**config.mk**
```make
export PLATFORM = sky130hd
export DESIGN_NAME = pcs_10g_link_ctrl
export DESIGN_NICKNAME = d
export VERILOG_FILES = /design/src/rtl/pcs_10g_pkg.sv /design/src/rtl/pcs_10g_link_timer.sv /design/src/rtl/pcs_10g_link_ctrl.sv
export SDC_FILE = /design/constraint.sdc
export NUM_CORES = 1
export LEC_CHECK = 0
export ABC_AREA = 0
export ABC_CLOCK_PERIOD_IN_PS = 3100
export CAP_MARGIN = 25
export CELL_PAD_IN_SITES_DETAIL_PLACEMENT = 1
export CELL_PAD_IN_SITES_GLOBAL_PLACEMENT = 2
export CORE_UTILIZATION = 37
export CTS_CLUSTER_DIAMETER = 150
export CTS_CLUSTER_SIZE = 14
export DETAILED_ROUTE_END_ITERATION = 8
export PLACE_DENSITY_LB_ADDON = 0.1
export SKIP_LAST_GASP = 1
export SLEW_MARGIN = 10
export SYNTH_ARGS = -nofsm -noshare
export SYNTH_HDL_FRONTEND = slang
export SYNTH_SLANG_ARGS = --single-unit
```
**constraint.sdc**
```tcl
create_clock -name clk -period 3.1 [get_ports clk]
set_clock_uncertainty 0.2 [all_clocks]
set_input_delay 0.62 -clock clk [delete_from_list [all_inputs] [get_ports clk]]
set_output_delay 0.62 -clock clk [all_outputs]
set_load 0.02 [all_outputs]
```
**src/rtl/pcs_10g_pkg.sv**
```systemverilog
// rtl/pcs_10g_pkg.sv - shared state encodings and timing defaults for the 10G PCS link controller
package pcs_10g_pkg;

  localparam int TIMER_W = 24;

  localparam int DEF_RST_CYCLES    = 16;
  localparam int DEF_LOCK_TIMEOUT  = 6440000;
  localparam int DEF_HIBER_TIMEOUT = 6440000;
  localparam int DEF_MAX_RETRY     = 8;
  localparam int DEF_POLL_INTERVAL = 1024;

  typedef enum logic [2:0] {
    ST_IDLE      = 3'd0,
    ST_RESET     = 3'd1,
    ST_WAIT_LOCK = 3'd2,
    ST_WAIT_LINK = 3'd3,
    ST_UP        = 3'd4,
    ST_HIBER     = 3'd5,
    ST_FAULT     = 3'd6
  } link_state_e;

  // Timers count from zero, so a span of N cycles ends when the count reads N-1.
  function automatic logic [TIMER_W-1:0] term_of(input int cycles);
    return TIMER_W'(cycles - 1);
  endfunction

endpackage

```
**src/rtl/pcs_10g_link_timer.sv**
```systemverilog
// rtl/pcs_10g_link_timer.sv - loadable 24-bit saturating up-counter with terminal match
module pcs_10g_link_timer
  import pcs_10g_pkg::*;
(
  input  logic               clk,
  input  logic               rst_n,
  input  logic               clr,
  input  logic               load,
  input  logic               en,
  input  logic [TIMER_W-1:0] load_val,
  input  logic [TIMER_W-1:0] terminal,
  output logic               match
);

  logic [TIMER_W-1:0] count;

  // Holds at all-ones instead of wrapping so a long stay can never re-trigger a match.
  always_ff @(posedge clk or negedge rst_n) begin
    if (!rst_n) begin
      count <= '0;
    end else if (clr) begin
      count <= '0;
    end else if (load) begin
      count <= load_val;
    end else if (en && (count != {TIMER_W{1'b1}})) begin
      count <= count + TIMER_W'(1);
    end
  end

  assign match = (count == terminal);

endmodule

```
**src/rtl/pcs_10g_link_ctrl.sv**
```systemverilog
// rtl/pcs_10g_link_ctrl.sv - 10G PCS link bring-up, retry and monitoring controller
module pcs_10g_link_ctrl
  import pcs_10g_pkg::*;
#(
  parameter int RST_CYCLES    = DEF_RST_CYCLES,
  parameter int LOCK_TIMEOUT  = DEF_LOCK_TIMEOUT,
  parameter int HIBER_TIMEOUT = DEF_HIBER_TIMEOUT,
  parameter int MAX_RETRY     = DEF_MAX_RETRY,
  parameter int POLL_INTERVAL = DEF_POLL_INTERVAL
) (
  input  logic        clk,
  input  logic        rst_n,
  input  logic        enable,
  input  logic        restart,
  input  logic        block_lock,
  input  logic        hi_ber,
  input  logic        rx_link_up,
  output logic        rx_pcs_rst,
  output logic        status_read,
  output logic        link_up,
  output logic        link_fault,
  output logic [2:0]  state,
  output logic [3:0]  retry_count,
  output logic [15:0] link_drop_count
);

  link_state_e        state_q;
  link_state_e        next_state;
  logic [3:0]         retry_d;
  logic [15:0]        drops_d;
  logic               fail;
  logic               drop;
  logic               rx_pcs_rst_d;
  logic               status_read_d;
  logic               link_up_d;
  logic               link_fault_d;
  logic               st_clr;
  logic               st_match;
  logic               poll_match;
  logic [TIMER_W-1:0] st_term;

  assign state = state_q;

  always_comb begin
    case (state_q)
      ST_RESET:     st_term = term_of(RST_CYCLES);
      ST_WAIT_LOCK: st_term = term_of(LOCK_TIMEOUT);
      ST_HIBER:     st_term = term_of(HIBER_TIMEOUT);
      default:      st_term = {TIMER_W{1'b1}};
    endcase
  end

  assign st_clr = (next_state != state_q) || (state_q == ST_IDLE);

  pcs_10g_link_timer u_state_timer (
    .clk      (clk),
    .rst_n    (rst_n),
    .clr      (st_clr),
    .load     (1'b0),
    .en       (state_q != ST_IDLE),
    .load_val ('0),
    .terminal (st_term),
    .match    (st_match)
  );

  // Poll timer idles at zero outside UP and reloads on every pulse.
  pcs_10g_link_timer u_poll_timer (
    .clk      (clk),
    .rst_n    (rst_n),
    .clr      (state_q != ST_UP),
    .load     (poll_match),
    .en       (1'b1),
    .load_val ('0),
    .terminal (term_of(POLL_INTERVAL)),
    .match    (poll_match)
  );

  always_ff @(posedge clk or negedge rst_n) begin
    if (!rst_n) begin
      state_q         <= ST_IDLE;
      rx_pcs_rst      <= 1'b0;
      status_read     <= 1'b0;
      link_up         <= 1'b0;
      link_fault      <= 1'b0;
      retry_count     <= '0;
      link_drop_count <= '0;
    end else begin
      state_q         <= next_state;
      rx_pcs_rst      <= rx_pcs_rst_d;
      status_read     <= status_read_d;
      link_up         <= link_up_d;
      link_fault      <= link_fault_d;
      retry_count     <= retry_d;
      link_drop_count <= drops_d;
    end
  end

  always_comb begin
    next_state = state_q;
    retry_d    = retry_count;
    drops_d    = link_drop_count;
    fail       = 1'b0;
    drop       = 1'b0;
    if (!enable) begin
      next_state = ST_IDLE;
    end else begin
      case (state_q)
        ST_IDLE:  next_state = ST_RESET;
        ST_RESET: if (st_match) next_state = ST_WAIT_LOCK;
        ST_WAIT_LOCK: begin
          if (block_lock && !hi_ber) next_state = ST_WAIT_LINK;
          else if (st_match)         fail = 1'b1;
        end
        ST_WAIT_LINK: begin
          if (rx_link_up) begin
            next_state = ST_UP;
            retry_d    = '0;
          end else if (!block_lock || hi_ber) begin
            next_state = ST_WAIT_LOCK;
          end
        end
        ST_UP: begin
          if (!block_lock) begin
            next_state = ST_WAIT_LOCK;
            drop       = 1'b1;
          end else if (hi_ber) begin
            next_state = ST_HIBER;
            drop       = 1'b1;
          end
        end
        ST_HIBER: begin
          if (!block_lock)   next_state = ST_WAIT_LOCK;
          else if (!hi_ber)  next_state = ST_WAIT_LINK;
          else if (st_match) fail = 1'b1;
        end
        ST_FAULT: begin
          if (restart) begin
            next_state = ST_RESET;
            retry_d    = '0;
          end
        end
        default: next_state = ST_IDLE;
      endcase
    end
    if (fail) begin
      if (retry_count == 4'(MAX_RETRY - 1)) begin
        next_state = ST_FAULT;
        retry_d    = 4'(MAX_RETRY);
      end else begin
        next_state = ST_RESET;
        retry_d    = retry_count + 4'd1;
      end
    end
    if (drop && (link_drop_count != 16'hFFFF)) drops_d = link_drop_count + 16'd1;
    if (next_state == ST_IDLE) retry_d = '0;
  end

  // Outputs are decoded from the upcoming state so they register in step with it.
  always_comb begin
    rx_pcs_rst_d  = (next_state == ST_RESET);
    link_up_d     = (next_state == ST_UP);
    link_fault_d  = (next_state == ST_FAULT);
    status_read_d = (state_q == ST_UP) && (next_state == ST_UP) && poll_match;
  end

endmodule

```
==> run metrics <==
outcome=completed; Synth top area share=45.65%; Place WS=-121.7 ps; total CTS buffers=9; min Tclk post-route=2958 ps; Synth Flop Type=dfrtp_1; IO Pins=34; critical path, cell by cell=or4_4 -> a2111oi_4 -> nand2_2 -> a21oi_4 -> o21a_2 -> inv_2 -> and2_4 -> o221ai_4 -> buf_4 -> nor2_2; Placed Area=4758 um2; # DRC=0; cell taking the most area after synthesis=dfrtp_1; fin cells=634; switching power=454.5 uW; final hold vios=0; Final Cell Area=4967 um2; EDFF count, synth=0; Mapped Area=4111 um2; final worst-path cycle share=95.41%; initial antenna violation count=0; RSZ-0062 raised after global routing=false; clock slew at reported path FFs=80 ps; Synth Register Bits=75; sequential cell area=1877 um2; post-CTS setup buffer count=0; Die Height=107.4 um; # diodes=0; Data arrival, critical path=3010 ps; simple logic cell fraction of the synthesized area=28.97%; DRT iter0 DRCs=139; crit path capture type=register; Die W=107.4 um; Distinct cells, synth=59; Synth Instances=431; asr flop ratio synth=100.0%; Clock power frac=41.9%; clock root buffer master=clkbuf_8; Nets=500; Sw Share=24.55%; share of cells above drive strength 1=16.80%; leak pwr=1.952 nW; post-DP HPWL=7.324 mm; fin. max-slew vios=0; final setup violation count=0; CP required=3150 ps; Placement Rows=38; Die Area=11,540 um2; CP max stage cell=or4_4; Synth top cells by count=dfrtp_1, nor2_1, nand2_1; HP Class=in2async; Initial Utilization=37.93%; crit-path max cell delay=560 ps; DRT Pass-1 Iters=4; CTS tree=done; Yosys warnings=0; fin worst setup slack=142.4 ps; Int Power=1.397 mW; Relative slew margins=61.58%; Via-to-Cell Ratio=5.174; Setup Crit Path Kind=reg2reg; XOR/XNOR share of the synthesized area=11.50%; worst r2r path cells=10; htree depth=3; largest cells by area after synthesis=dfrtp_1, xor2_1, xnor2_1; dpl cells=618; peak supply drop=0.2778 mV; Power Density=372.7 nW/um2; largest net degree at the start of global routing=41; wire per inst=15.91 um; adder-cell share of the synthesized area=1.217%; Filler Cell Count=1,238; largest family of logic cells by synthesized area=simple AND/OR/NAND/NOR gates; drt total wl=10.08 mm; Antenna Violating Nets Remaining=0; cts hold-fix bufs=0; first-pass GRT wire length=17.68 mm; Port Buffers=33; multi-input logic area=2133 um2; Post-Syn Area per Cell=9.539 um2; vias in the first global route=3,604; final global-route overflow total=0; r2r endpoint=u_state_timer.count[20]; Compound-Gate Fraction of Synth Area=8.764%; mux share of post-synthesis cell area=1.248%; syn_nets=442; worst skew pair latency=360 ps; Placer Congestion=0.7535; register area share after synthesis=45.65%; worst-path fanout max=7; r2r setup slk=140 ps; clk buf depth=2; MaxCap Viol Count=0; reg2reg start=u_state_timer.count[18]; hold_ws=48.88 ps; startpoint type of the worst setup path=register; sequential power share=53.1%; Core Footprint=10,840 um2; combinational power share=5.0%; routed vias=3,280; clk sinks=75; Max Clk Rate=338.1 MHz; gr usage total=19.79%; most numerous cell in the Yosys netlist=dfrtp_1; Area Growth Syn to Fin=20.82%; Worst-Margin Slew=571.9 ps
sequential cells by signal (all words and copies together) (netlist names):
signal and cells:
u_state_timer.count 24, rx_pcs_rst 1, link_fault 1, retry_count 4, state 3, link_up 1
status_read 1, u_poll_timer.count 24, link_drop_count 16
routing by layer:
metal  up-vias  routed length, um  GRT usage, %
li1       1625                  -             -
met1      1607               4863         25.98
met2        40               4814         31.66
met3         8                275         5.085
met4         0                130         6.751
met5         -                  0             0
cell type report:
type,instances,area share [%]
multi-input cells,331,42.95
flip-flops and latches,75,37.78
repair buffers,58,10.63
well taps,140,3.526
clock buffers,10,2.569
clock inverters,6,1.486
inverters,14,1.058
worst max path at each step:
| stage | end | from | slack [ps] |
|---|---|---|---|
| floorplan | u_state_timer.count[8] | state[0] | 200 |
| global placement | u_state_timer.count[10] | block_lock | -9 |
| detailed placement | u_state_timer.count[12] | block_lock | -120 |
| CTS | u_state_timer.count[12] | u_state_timer.count[18] | 80 |
| global route | u_state_timer.count[17] | u_state_timer.count[18] | 4 |
| finish | u_state_timer.count[20] | u_state_timer.count[18] | 140 |
metrics by stage:
step | util (%) | total power, mW | TNS [ps]
final | 45.82 | 1.851 | 0
after floorplan | - | 1.045 | 0
after CTS | 45.75 | 1.896 | 0
after global placement | 43.89 | 1.096 | -108.7
after global routing | 45.82 | 1.937 | 0
after detailed placement | 43.89 | 1.099 | -1959
power groups by stage:
stage	logic [mW]	registers [mW]	clock network [mW]
after floorplan	0.0405	1.00	0
after global placement	0.0936	1.00	0
after detailed placement	0.0959	1.00	0
after CTS	0.0966	0.983	0.817
after global routing	0.105	0.984	0.849
final	0.0931	0.983	0.775
cells by family after synthesis:
family | count (synthesis)
DFF | 75
adders and majority gates | 4
buffers and inverters | 25
xor gates and xnor gates | 54
and+or+nand+nor | 222
muxes | 5
AOI/OAI and AO/OA | 46
critical path, delay by kind of cell, from the launching register on:
| kind | cells | cell delay [ps] |
|---|---|---|
| compound gates | 4 | 1040 |
| simple gates | 4 | 920 |
| flops | 1 | 390 |
| buf+inv | 2 | 300 |
cells in the final DEF, fill, tap and decap left out, types with 4 or more instances in the layout:
cell type        synthesis  layout
nand4_1                 20      20
o21ai_0                 10      10
or3_1                    7       7
nor4_1                  11      11
xnor2_1                 23      22
clkbuf_8                 0       9
buf_4                    0      25
dfrtp_1                 75      75
a21oi_1                 10      10
ha_1                     4       4
nor2_1                  49      49
mux2i_1                  4       4
a211oi_1                 5       5
or2_2                    4       4
nand3_1                 26      26
nor3b_1                  4       4
and3_1                   4       4
nand2_1                 34      34
nor2_2                  20      20
clkdlybuf4s50_1          0      32
xor2_1                  31      31
nor3_1                  14      14
inv_1                   13      13
timing repair:
| action | CTS | global route |
|---|---|---|
| gates resized for setup | 0 | 1 |
| endpoints found under the setup margin | 0 | 17 |
| hold endpoints to repair | 0 | 0 |
No activity file was read; power rests on OpenSTA's default activity.
